==> src/rtl/nonce_dispatcher.sv <==
`default_nettype none
// ============================================================================
// Module   : nonce_dispatcher
// Purpose  : Round-robin nonce issue to NCORE hashing cores, with golden-nonce
//            latch. Optional macro NONCE_DEBUG_OFFSET_EN adds a fixed offset
//            to the issued nonce.
// Revision : 1.0 - initial release
// ============================================================================
module nonce_dispatcher #(
  parameter int          NCORE       = 4,
  parameter logic [31:0] NONCE_START = 32'd0,
  parameter logic [31:0] NONCE_LAST  = 32'hFFFFFFFF
) (
  input  logic                  clk,
  input  logic                  rst,
  input  logic                  start,
  input  logic                  abort,
  input  logic [NCORE-1:0]      req,
  output logic [NCORE-1:0]      gnt,
  output logic [31:0]           nonce_out,
  input  logic [NCORE-1:0]      found,
  input  logic [32*NCORE-1:0]   found_nonce_in,
  output logic                  hit_valid,
  output logic [31:0]           hit_nonce,
  output logic [3:0]            hit_core,
  output logic                  busy,
  output logic                  exhausted
);

  localparam int c_idxw = (NCORE > 1) ? $clog2(NCORE) : 1;

  localparam logic [1:0] c_st_idle = 2'd0;
  localparam logic [1:0] c_st_run  = 2'd1;
  localparam logic [1:0] c_st_done = 2'd2;
  localparam logic [1:0] c_st_exh  = 2'd3;

  logic [1:0]        r_state;
  logic [1:0]        w_state_next;
  logic [NCORE-1:0]  r_gnt;
  logic [NCORE-1:0]  w_gnt_next;
  logic [31:0]       r_nonce_out;
  logic [31:0]       r_next_nonce;
  logic [31:0]       w_issue_nonce;
  logic [c_idxw-1:0] r_rr_ptr;
  logic [c_idxw-1:0] w_win_idx;
  logic              w_any_req;
  logic              w_grant;
  logic              w_restart;
  logic              w_any_found;
  logic [3:0]        w_hit_idx;
  logic [31:0]       w_hit_nonce;
  logic              r_hit_valid;
  logic [31:0]       r_hit_nonce;
  logic [3:0]        r_hit_core;

  // Round-robin search: first requester at or after r_rr_ptr wins.
  always_comb begin
    logic [c_idxw-1:0] v_cand;
    v_cand    = '0;
    w_any_req = 1'b0;
    w_win_idx = '0;
    for (int i = 0; i < NCORE; i++) begin
      v_cand = c_idxw'((int'(r_rr_ptr) + i) % NCORE);
      if (!w_any_req && req[v_cand]) begin
        w_any_req = 1'b1;
        w_win_idx = v_cand;
      end
    end
  end

  // Descending scan so the lowest-index reporter is the last one written.
  always_comb begin
    w_hit_idx   = 4'd0;
    w_hit_nonce = 32'd0;
    for (int i = NCORE - 1; i >= 0; i--) begin
      if (found[i]) begin
        w_hit_idx   = 4'(i);
        w_hit_nonce = found_nonce_in[i*32 +: 32];
      end
    end
  end

  assign w_any_found = |found;
  assign w_grant     = (r_state == c_st_run) && w_any_req;
  assign w_restart   = start && !abort && (r_state != c_st_run);

  always_comb begin
    w_gnt_next = '0;
    if (w_grant) begin
      w_gnt_next[w_win_idx] = 1'b1;
    end
  end

`ifdef NONCE_DEBUG_OFFSET_EN
  assign w_issue_nonce = r_next_nonce + 32'd411342200;
`else
  assign w_issue_nonce = r_next_nonce;
`endif

  // FSM: state register
  always_ff @(posedge clk or posedge rst) begin
    if (rst) begin
      r_state <= c_st_idle;
    end else begin
      r_state <= w_state_next;
    end
  end

  // FSM: next state. Abort dominates; a hit dominates exhaustion.
  always_comb begin
    w_state_next = r_state;
    if (abort) begin
      w_state_next = c_st_idle;
    end else begin
      case (r_state)
        c_st_run: begin
          if (w_any_found) begin
            w_state_next = c_st_done;
          end else if (w_grant && (r_next_nonce == NONCE_LAST)) begin
            w_state_next = c_st_exh;
          end
        end
        default: begin
          if (start) begin
            w_state_next = c_st_run;
          end
        end
      endcase
    end
  end

  // FSM: outputs
  always_comb begin
    busy      = (r_state == c_st_run);
    exhausted = (r_state == c_st_exh);
  end

  // Dispatch datapath; the nonce counter saturates at NONCE_LAST.
  always_ff @(posedge clk or posedge rst) begin
    if (rst) begin
      r_gnt        <= '0;
      r_nonce_out  <= 32'd0;
      r_next_nonce <= NONCE_START;
      r_rr_ptr     <= '0;
    end else begin
      r_gnt <= w_gnt_next;
      if (w_grant) begin
        r_nonce_out <= w_issue_nonce;
        r_rr_ptr    <= (w_win_idx == c_idxw'(NCORE - 1)) ? '0 : w_win_idx + 1'b1;
        if (r_next_nonce != NONCE_LAST) begin
          r_next_nonce <= r_next_nonce + 32'd1;
        end
      end else if (w_restart) begin
        r_next_nonce <= NONCE_START;
        r_rr_ptr     <= '0;
      end
    end
  end

  always_ff @(posedge clk or posedge rst) begin
    if (rst) begin
      r_hit_valid <= 1'b0;
      r_hit_nonce <= 32'd0;
      r_hit_core  <= 4'd0;
    end else if (w_restart) begin
      r_hit_valid <= 1'b0;
      r_hit_nonce <= 32'd0;
      r_hit_core  <= 4'd0;
    end else if ((r_state == c_st_run) && w_any_found && !abort) begin
      r_hit_valid <= 1'b1;
      r_hit_nonce <= w_hit_nonce;
      r_hit_core  <= w_hit_idx;
    end
  end

  assign gnt       = r_gnt;
  assign nonce_out = r_nonce_out;
  assign hit_valid = r_hit_valid;
  assign hit_nonce = r_hit_nonce;
  assign hit_core  = r_hit_core;

endmodule
`default_nettype wire

==> config.mk <==
export PLATFORM = sky130hd
export DESIGN_NAME = nonce_dispatcher
export DESIGN_NICKNAME = d
export VERILOG_FILES = /design/src/rtl/nonce_dispatcher.sv
export SDC_FILE = /design/constraint.sdc
export NUM_CORES = 1
export LEC_CHECK = 0
export ABC_AREA = 1
export BUFFER_PORTS_ARGS = -buffer_cell sky130_fd_sc_hd__buf_2
export CORE_MARGIN = 3
export CORE_UTILIZATION = 51
export CTS_CLUSTER_SIZE = 12
export DETAILED_ROUTE_END_ITERATION = 8
export GPL_TIMING_DRIVEN = 1
export PLACE_DENSITY = 0.81
export SLEW_MARGIN = 20
export SYNTH_ARGS = -nofsm -noshare
export SYNTH_HDL_FRONTEND = slang
export SYNTH_SLANG_ARGS = --single-unit
==> constraint.sdc <==
create_clock -name clk -period 3.5 [get_ports clk]
set_input_delay 0.175 -clock clk [delete_from_list [all_inputs] [get_ports clk]]
set_output_delay 0.175 -clock clk [all_outputs]
set_load 0.01 [all_outputs]
; ---- Yosys cells after proc, flatten, opt, wreduce, memory -nomap -nowiden
; Cells that the tools add are included.
[classes]
add_sub_neg = 5
multipliers = 0
div_mod_pow = 0
magnitude_cmp = 6
n_eq_ne = 8
n_shift = 0
n_mux = 44
n_bitwise = 0
reduce_logical = 20
[op_table]
columns = op, n
row1 = 32-bit 2-to-1 mux, 9
row2 = 32-bit by 1-bit adder with 32-bit output (second input constant), 1
row3 = 32-bit == test (second input constant), 1
row4 = 32-bit inequality test (second input constant), 1
row5 = 2-bit 2-to-1 mux, 13
row6 = 4-bit 2-to-1 mux, 6
row7 = 2-bit by 3-bit < comparator with 1-bit output (second input constant), 5
row8 = 1-bit 2-to-1 mux, 11
row9 = 1-bit logical AND, 10
row10 = 1-bit binary-select mux with 2-bit select, 4
row11 = 2-bit by 1-bit adder with 2-bit output (second input constant), 2
row12 = 2-bit adder (second input constant), 2
row13 = 2-bit == test (second input constant), 2
row14 = 1-bit zero test, 4
row15 = 2-bit by 1-bit inequality test with 1-bit output (second input constant), 2
row16 = 4-bit by 2-bit inequality test with 1-bit output (second input constant), 1
row17 = 2-bit AND reduction, 2
row18 = 2-bit nonzero test, 2
row19 = 4-bit OR reduction, 1
row20 = 3-bit nonzero test, 1
row21 = 1-bit demux with 2-bit select, 1
row22 = 2-bit by 1-bit == test with 1-bit output (second input constant), 1
row23 = 2-bit by 1-bit greater-or-equal comparator with 1-bit output (second input constant), 1
[word_totals]
ff_bits = 109
latch_bits = 0
ramBits = 0
mem_bits_ro = 0
input_bits = 140
out_inout_bits = 75
elab_cells = 91
mem_count = 0

; ---- Logic depth before layout (Yosys ltp)
[logic_depth]
depth_word = 18
mapped_depth = 15
mapped_depth_nobuf = 13

; ---- Least setup slack after synthesis
; OpenSTA, ideal clock, no wires.
[synth_timing]
path_kind = reg2reg
from = register r_next_nonce[0]
to = register r_next_nonce[19]
setup_ps = 65
t_arrival_ps = 1682
t_required_ps = 3435
slack_ps = 1753
stages_incl_launch_ff = 14
path_buffers = 2
synth_period_minus_slack_ps = 1747
path_cell_list = dfrtp_1 -> ha_1 -> nand2_1 -> nor2_2 -> nand2_1 -> nor2_1 -> nand3_1 -> nor2_1 -> nand3_1 -> nand2_2 -> buf_6 -> buf_8 -> nand2_1 -> nand2_1
[synth_via]
elab_chain_len = 3
word_cells_on_any_way = 6
classes_between = add/sub (1) / eq/ne (2) / mux (2) / reduce/logical (1)
[synth_rtl]
columns = element, line
row1 = from (decl), 42  ; logic [31:0] r_next_nonce;
row2 = from (signal assigned), 151  ; r_next_nonce <= r_next_nonce + 32'd1;
row3 = 32-bit by 1-bit adder with 32-bit output or 32-bit inequality test (tied branches), "151, 150"
row4 = 32-bit 2-to-1 mux or 2-bit by 1-bit inequality test with 1-bit output (tied branches), -
row5 = 32-bit 2-to-1 mux or 2-bit AND reduction (tied branches), -
; Several ways; a longest one is shown, not always the timed one. The select of a mux whose other input is x is not followed.
; A chain may end at the register's enable or synchronous reset.

; ---- Final worst setup path
[layout_timing]
from = register r_rr_ptr[0]
to = register r_next_nonce[0]
[layout_via]
elab_chain_len = 15
word_cells_on_any_way = 26
classes_between = add/sub (3) / eq/ne (1) / mux (13) / reduce/logical (9)
[layout_rtl]
columns = element, line
row1 = from (decl), 44  ; logic [c_idxw-1:0] r_rr_ptr;
row2 = from (signal assigned), 149  ; r_rr_ptr <= (w_win_idx == c_idxw'(NCORE - 1)) ? '0 : w_win_idx + 1'b1;
row3 = "parallel branches: the longest is 11 deep, another holds 2-bit by 1-bit adder with 2-bit output", -
row4 = 1-bit 2-to-1 mux (*), 64  ; if (!w_any_req && req[v_cand]) begin
row5 = 1-bit logical AND (*), 84  ; assign w_grant = (r_state == c_st_run) && w_any_req;
row6 = 2-bit by 1-bit inequality test with 1-bit output (no line) or 2-bit nonzero test (tied branches), -
row7 = 2-bit AND reduction (no line), -
; Mark *: on every way between the ends. The select of a mux whose other input is x is not followed.

==> flow_summary.toml <==
[floorplan]
row_count = 39
initial_utilization_pct = 53.50
pin_count = 215
die_w_um = 116.6
overall_die_area_um2 = 13600
placeableCoreArea_um2 = 11660
fp.dieH_um = 116.6

[synthesis]
syn_area_um2 = 6240
seq_area_frac_synth_pct = 42.91
flip_flop_and_latch_count_after_synthesis = 107
synth-main-ff-cell = "sky130_fd_sc_hd__dfrtp_1"
avgSynthCellArea_um2 = 7.172
number_of_flops_mapped_to_enable_cells_by_yosys = 0
netlist-cell-type-count = 33
post_synth_inst_count = 870
synthesis.yosys.warnings = 0
async_flop_share_pct = 100.0

[clock_network]
h-tree-depth = 3
cts_buffers = 9
tritoncts = "yes"
clk_pin_slew_worst_paths_ns = 0.06
cts_num_sinks = 107
clk_latency_ns = 0.35
post_cts_buffers = 0
cts_repair_resize_count = 0
cts_root_buf = "sky130_fd_sc_hd__clkbuf_16"
ctsHoldBuffers = 0
clock_tree.buffer_depth = 2

[sta]
peak_clock_frequency_supported_by_timing_mhz = 373.7
fin_setup_tns_ns = 0
finClkSkew_ns = 0.004040
max_slew_headroom_pct = 31.71
drv_slew = 0
finalCritPeriodShare_pct = 76.45
rsz0062_at_grt = "no"
time_the_worst_path_needs_with_i_o_delays_and_setup_ns = 2.676
hold_viol = 37
worst-slew-pin-transition_ns = 1.023
timing.final.setup_violations = 0
finalHoldWorstSlack_ns = -0.03470

[global_routing]
antenna_found_initial = 0
globalRoute.totalOverflow = 0
grt_pass1_wl_um = 29470
vias_in_the_first_global_route = 6064
grt_max_degree = 84
grt_use_total_pct = 27.30

[placed_design]
place_congestion = 0.9586
place_area_um2 = 7321
detailedPlacementHpwl_um = 13800
dp.cells = 1187
io_buffer_count = 212

[layout]
stdcell_area_um2 = 7584
final_layout_size_suffix_gt1_share_pct = 27.10
most-common-layout-cells = "sky130_fd_sc_hd__nand2_1, sky130_fd_sc_hd__buf_2, sky130_fd_sc_hd__dfrtp_1"
diodes = 0
area_delta_synth_final_pct = 21.54
finalNetCount = 1200
filler_cell_count = 1058
final_core_util_pct = 65.03
stdcell_count = 1202
layout_commonest_cell = "sky130_fd_sc_hd__nand2_1"

[drt]
detail_route.vias_per_cell = 5.382
drc_errors = 0
postRouteWirelength_um = 18270
antenna_left = 0
drt_iter0_drc = 619
firstDrtPassIters = 5
wire_per_inst_um = 15.20
detailroute.via_count = 6469

[critical_path]
end_kind = "flop"
data_required_time_of_the_worst_path_ns = 3.70
critical_path_peak_fanout = 83
critPathArrivalTime_ns = 2.88
timing_worst_setup_path_type = "reg -> reg"
crit_path_launch_type = "flop"

[outcome]
run_status = "complete, but fails checks"
failing_checks = "negative hold slack"

[pwr]
leakage_power_summed_over_all_cells_nw = 3.803
vdd.ir_drop.worst_uv = 282.3
pwr_per_cell_area_nw_per_um2 = 478.7

[job]
timing.max_cap.violations = 0

[worst_hold_path]
worst_min_path_class = "in -> async"
## metrics by stage
stage               worst slack (ns)  power [W]  hold WS, ns
CTS                           0.8491   0.003643    0.0006075
global placement              0.9399   0.002684       0.3678
finish                        0.8241   0.003630     -0.03470
global route                  0.5646   0.003855      0.02838
floorplan                     0.5078   0.002329       0.3201
detailed placement            0.8613   0.002715       0.3616
## worst paths after layout
check | from | to | slack [ns] | cells after the start
hold reg to reg | hit_valid$_DFFE_PP0P_ | hit_valid$_DFFE_PP0P_ | 0.47 | 2
setup / recovery | r_rr_ptr[0]$_DFFE_PP0P_ | r_next_nonce[0]$_DFFE_PP0P_ | 0.82 | 10
setup reg to reg | r_rr_ptr[0]$_DFFE_PP0P_ | r_next_nonce[0]$_DFFE_PP0P_ | 0.82 | 10
hold / removal | rst | hit_nonce[28]$_DFFE_PP0P_ | -0.03 | 2
max in group asynchronous | rst | hit_nonce[19]$_DFFE_PP0P_ | 2.71 | 3
min in group clk | found_nonce_in[30] | hit_nonce[30]$_DFFE_PP0P_ | 0.08 | 3
## per-layer routing
| metal | part of all wire (%) | global-route usage [%] | routed length, µm |
|---|---|---|---|
| met5 | 0 | 0 | 0 |
| met4 | 2.2 | 7.187 | 397 |
| met3 | 7.2 | 5.855 | 1320 |
| met2 | 50 | 45.12 | 9067 |
| met1 | 41 | 36.71 | 7481 |
## layout make-up
| class | instances | area, µm² | area share, % |
|---|---|---|---|
| well taps | 143 | 178.9 | 2.359 |
| clock buffers | 13 | 250.2 | 3.300 |
| inverters | 61 | 236.5 | 3.118 |
| flip-flops and latches | 107 | 2678 | 35.31 |
| multi-input cells | 655 | 3099 | 40.87 |
| repair buffers | 221 | 1129 | 14.88 |
| clock inverters | 2 | 12.51 | 0.1650 |
## sequential cells by signal, indices dropped and copies added (netlist names)
signal        count
hit_nonce        32
hit_valid         1
r_next_nonce     32
hit_core          2
r_state           2
r_rr_ptr          2
nonce_out        32
gnt               4
## logic make-up (layout without fill, tap and decap cells)
kind of cell / Yosys count / after routing / share of synthesized area (%)
flops: 107 / 107 / 42.91
xor+xnor: 23 / 23 / 3.228
simple gates: 442 / 442 / 30.36
other cells: 1 / 2 / 0.06010
fa+ha+maj: 5 / 5 / 1.003
compound gates: 183 / 183 / 14.96
buf+inv: 109 / 297 / 7.479
## Yosys cell counts, types with 2 or more instances
cell type | number | share of area (%)
sky130_fd_sc_hd__nor2_2 | 2 | 0.20
sky130_fd_sc_hd__buf_6 | 2 | 0.36
sky130_fd_sc_hd__buf_2 | 9 | 0.72
sky130_fd_sc_hd__inv_1 | 55 | 3.3
sky130_fd_sc_hd__o211ai_1 | 2 | 0.24
sky130_fd_sc_hd__or2_2 | 31 | 3.1
sky130_fd_sc_hd__nor3_1 | 20 | 1.6
sky130_fd_sc_hd__dfrtp_1 | 107 | 43
sky130_fd_sc_hd__xor2_1 | 22 | 3.1
sky130_fd_sc_hd__inv_2 | 4 | 0.24
sky130_fd_sc_hd__ha_1 | 5 | 1.0
sky130_fd_sc_hd__o21a_1 | 2 | 0.24
sky130_fd_sc_hd__o21ai_1 | 5 | 0.40
sky130_fd_sc_hd__buf_4 | 4 | 0.48
sky130_fd_sc_hd__nand3_1 | 55 | 4.4
sky130_fd_sc_hd__nand2_2 | 13 | 1.3
sky130_fd_sc_hd__nor2_1 | 51 | 3.1
sky130_fd_sc_hd__a21oi_1 | 65 | 5.2
sky130_fd_sc_hd__o21ai_0 | 106 | 8.5
sky130_fd_sc_hd__nand4_1 | 5 | 0.50
sky130_fd_sc_hd__clkbuf_1 | 31 | 1.9
sky130_fd_sc_hd__nand2_1 | 263 | 16
## power breakdown
| group | switching (W) | internal (W) | total, W |
|---|---|---|---|
| logic | 0.000787 | 0.000411 | 0.00120 |
| registers | 0.000114 | 0.00140 | 0.00152 |
| clock network | 0.000419 | 0.000498 | 0.000917 |
| total | 0.00132 | 0.00231 | 0.00363 |
## worst max-delay path, cell delays in order (launching register included)
cell	delay [ns]
sky130_fd_sc_hd__dfrtp_1	0.57
sky130_fd_sc_hd__nand2_1	0.18
sky130_fd_sc_hd__nand3_1	0.14
sky130_fd_sc_hd__nand2_1	0.11
sky130_fd_sc_hd__nor2_4	0.17
sky130_fd_sc_hd__nand3_2	0.10
sky130_fd_sc_hd__nand2_2	0.08
sky130_fd_sc_hd__buf_4	0.56
sky130_fd_sc_hd__inv_2	0.35
sky130_fd_sc_hd__nand2_1	0.16
sky130_fd_sc_hd__o21ai_0	0.09
Power figures use the tool's default switching activity.
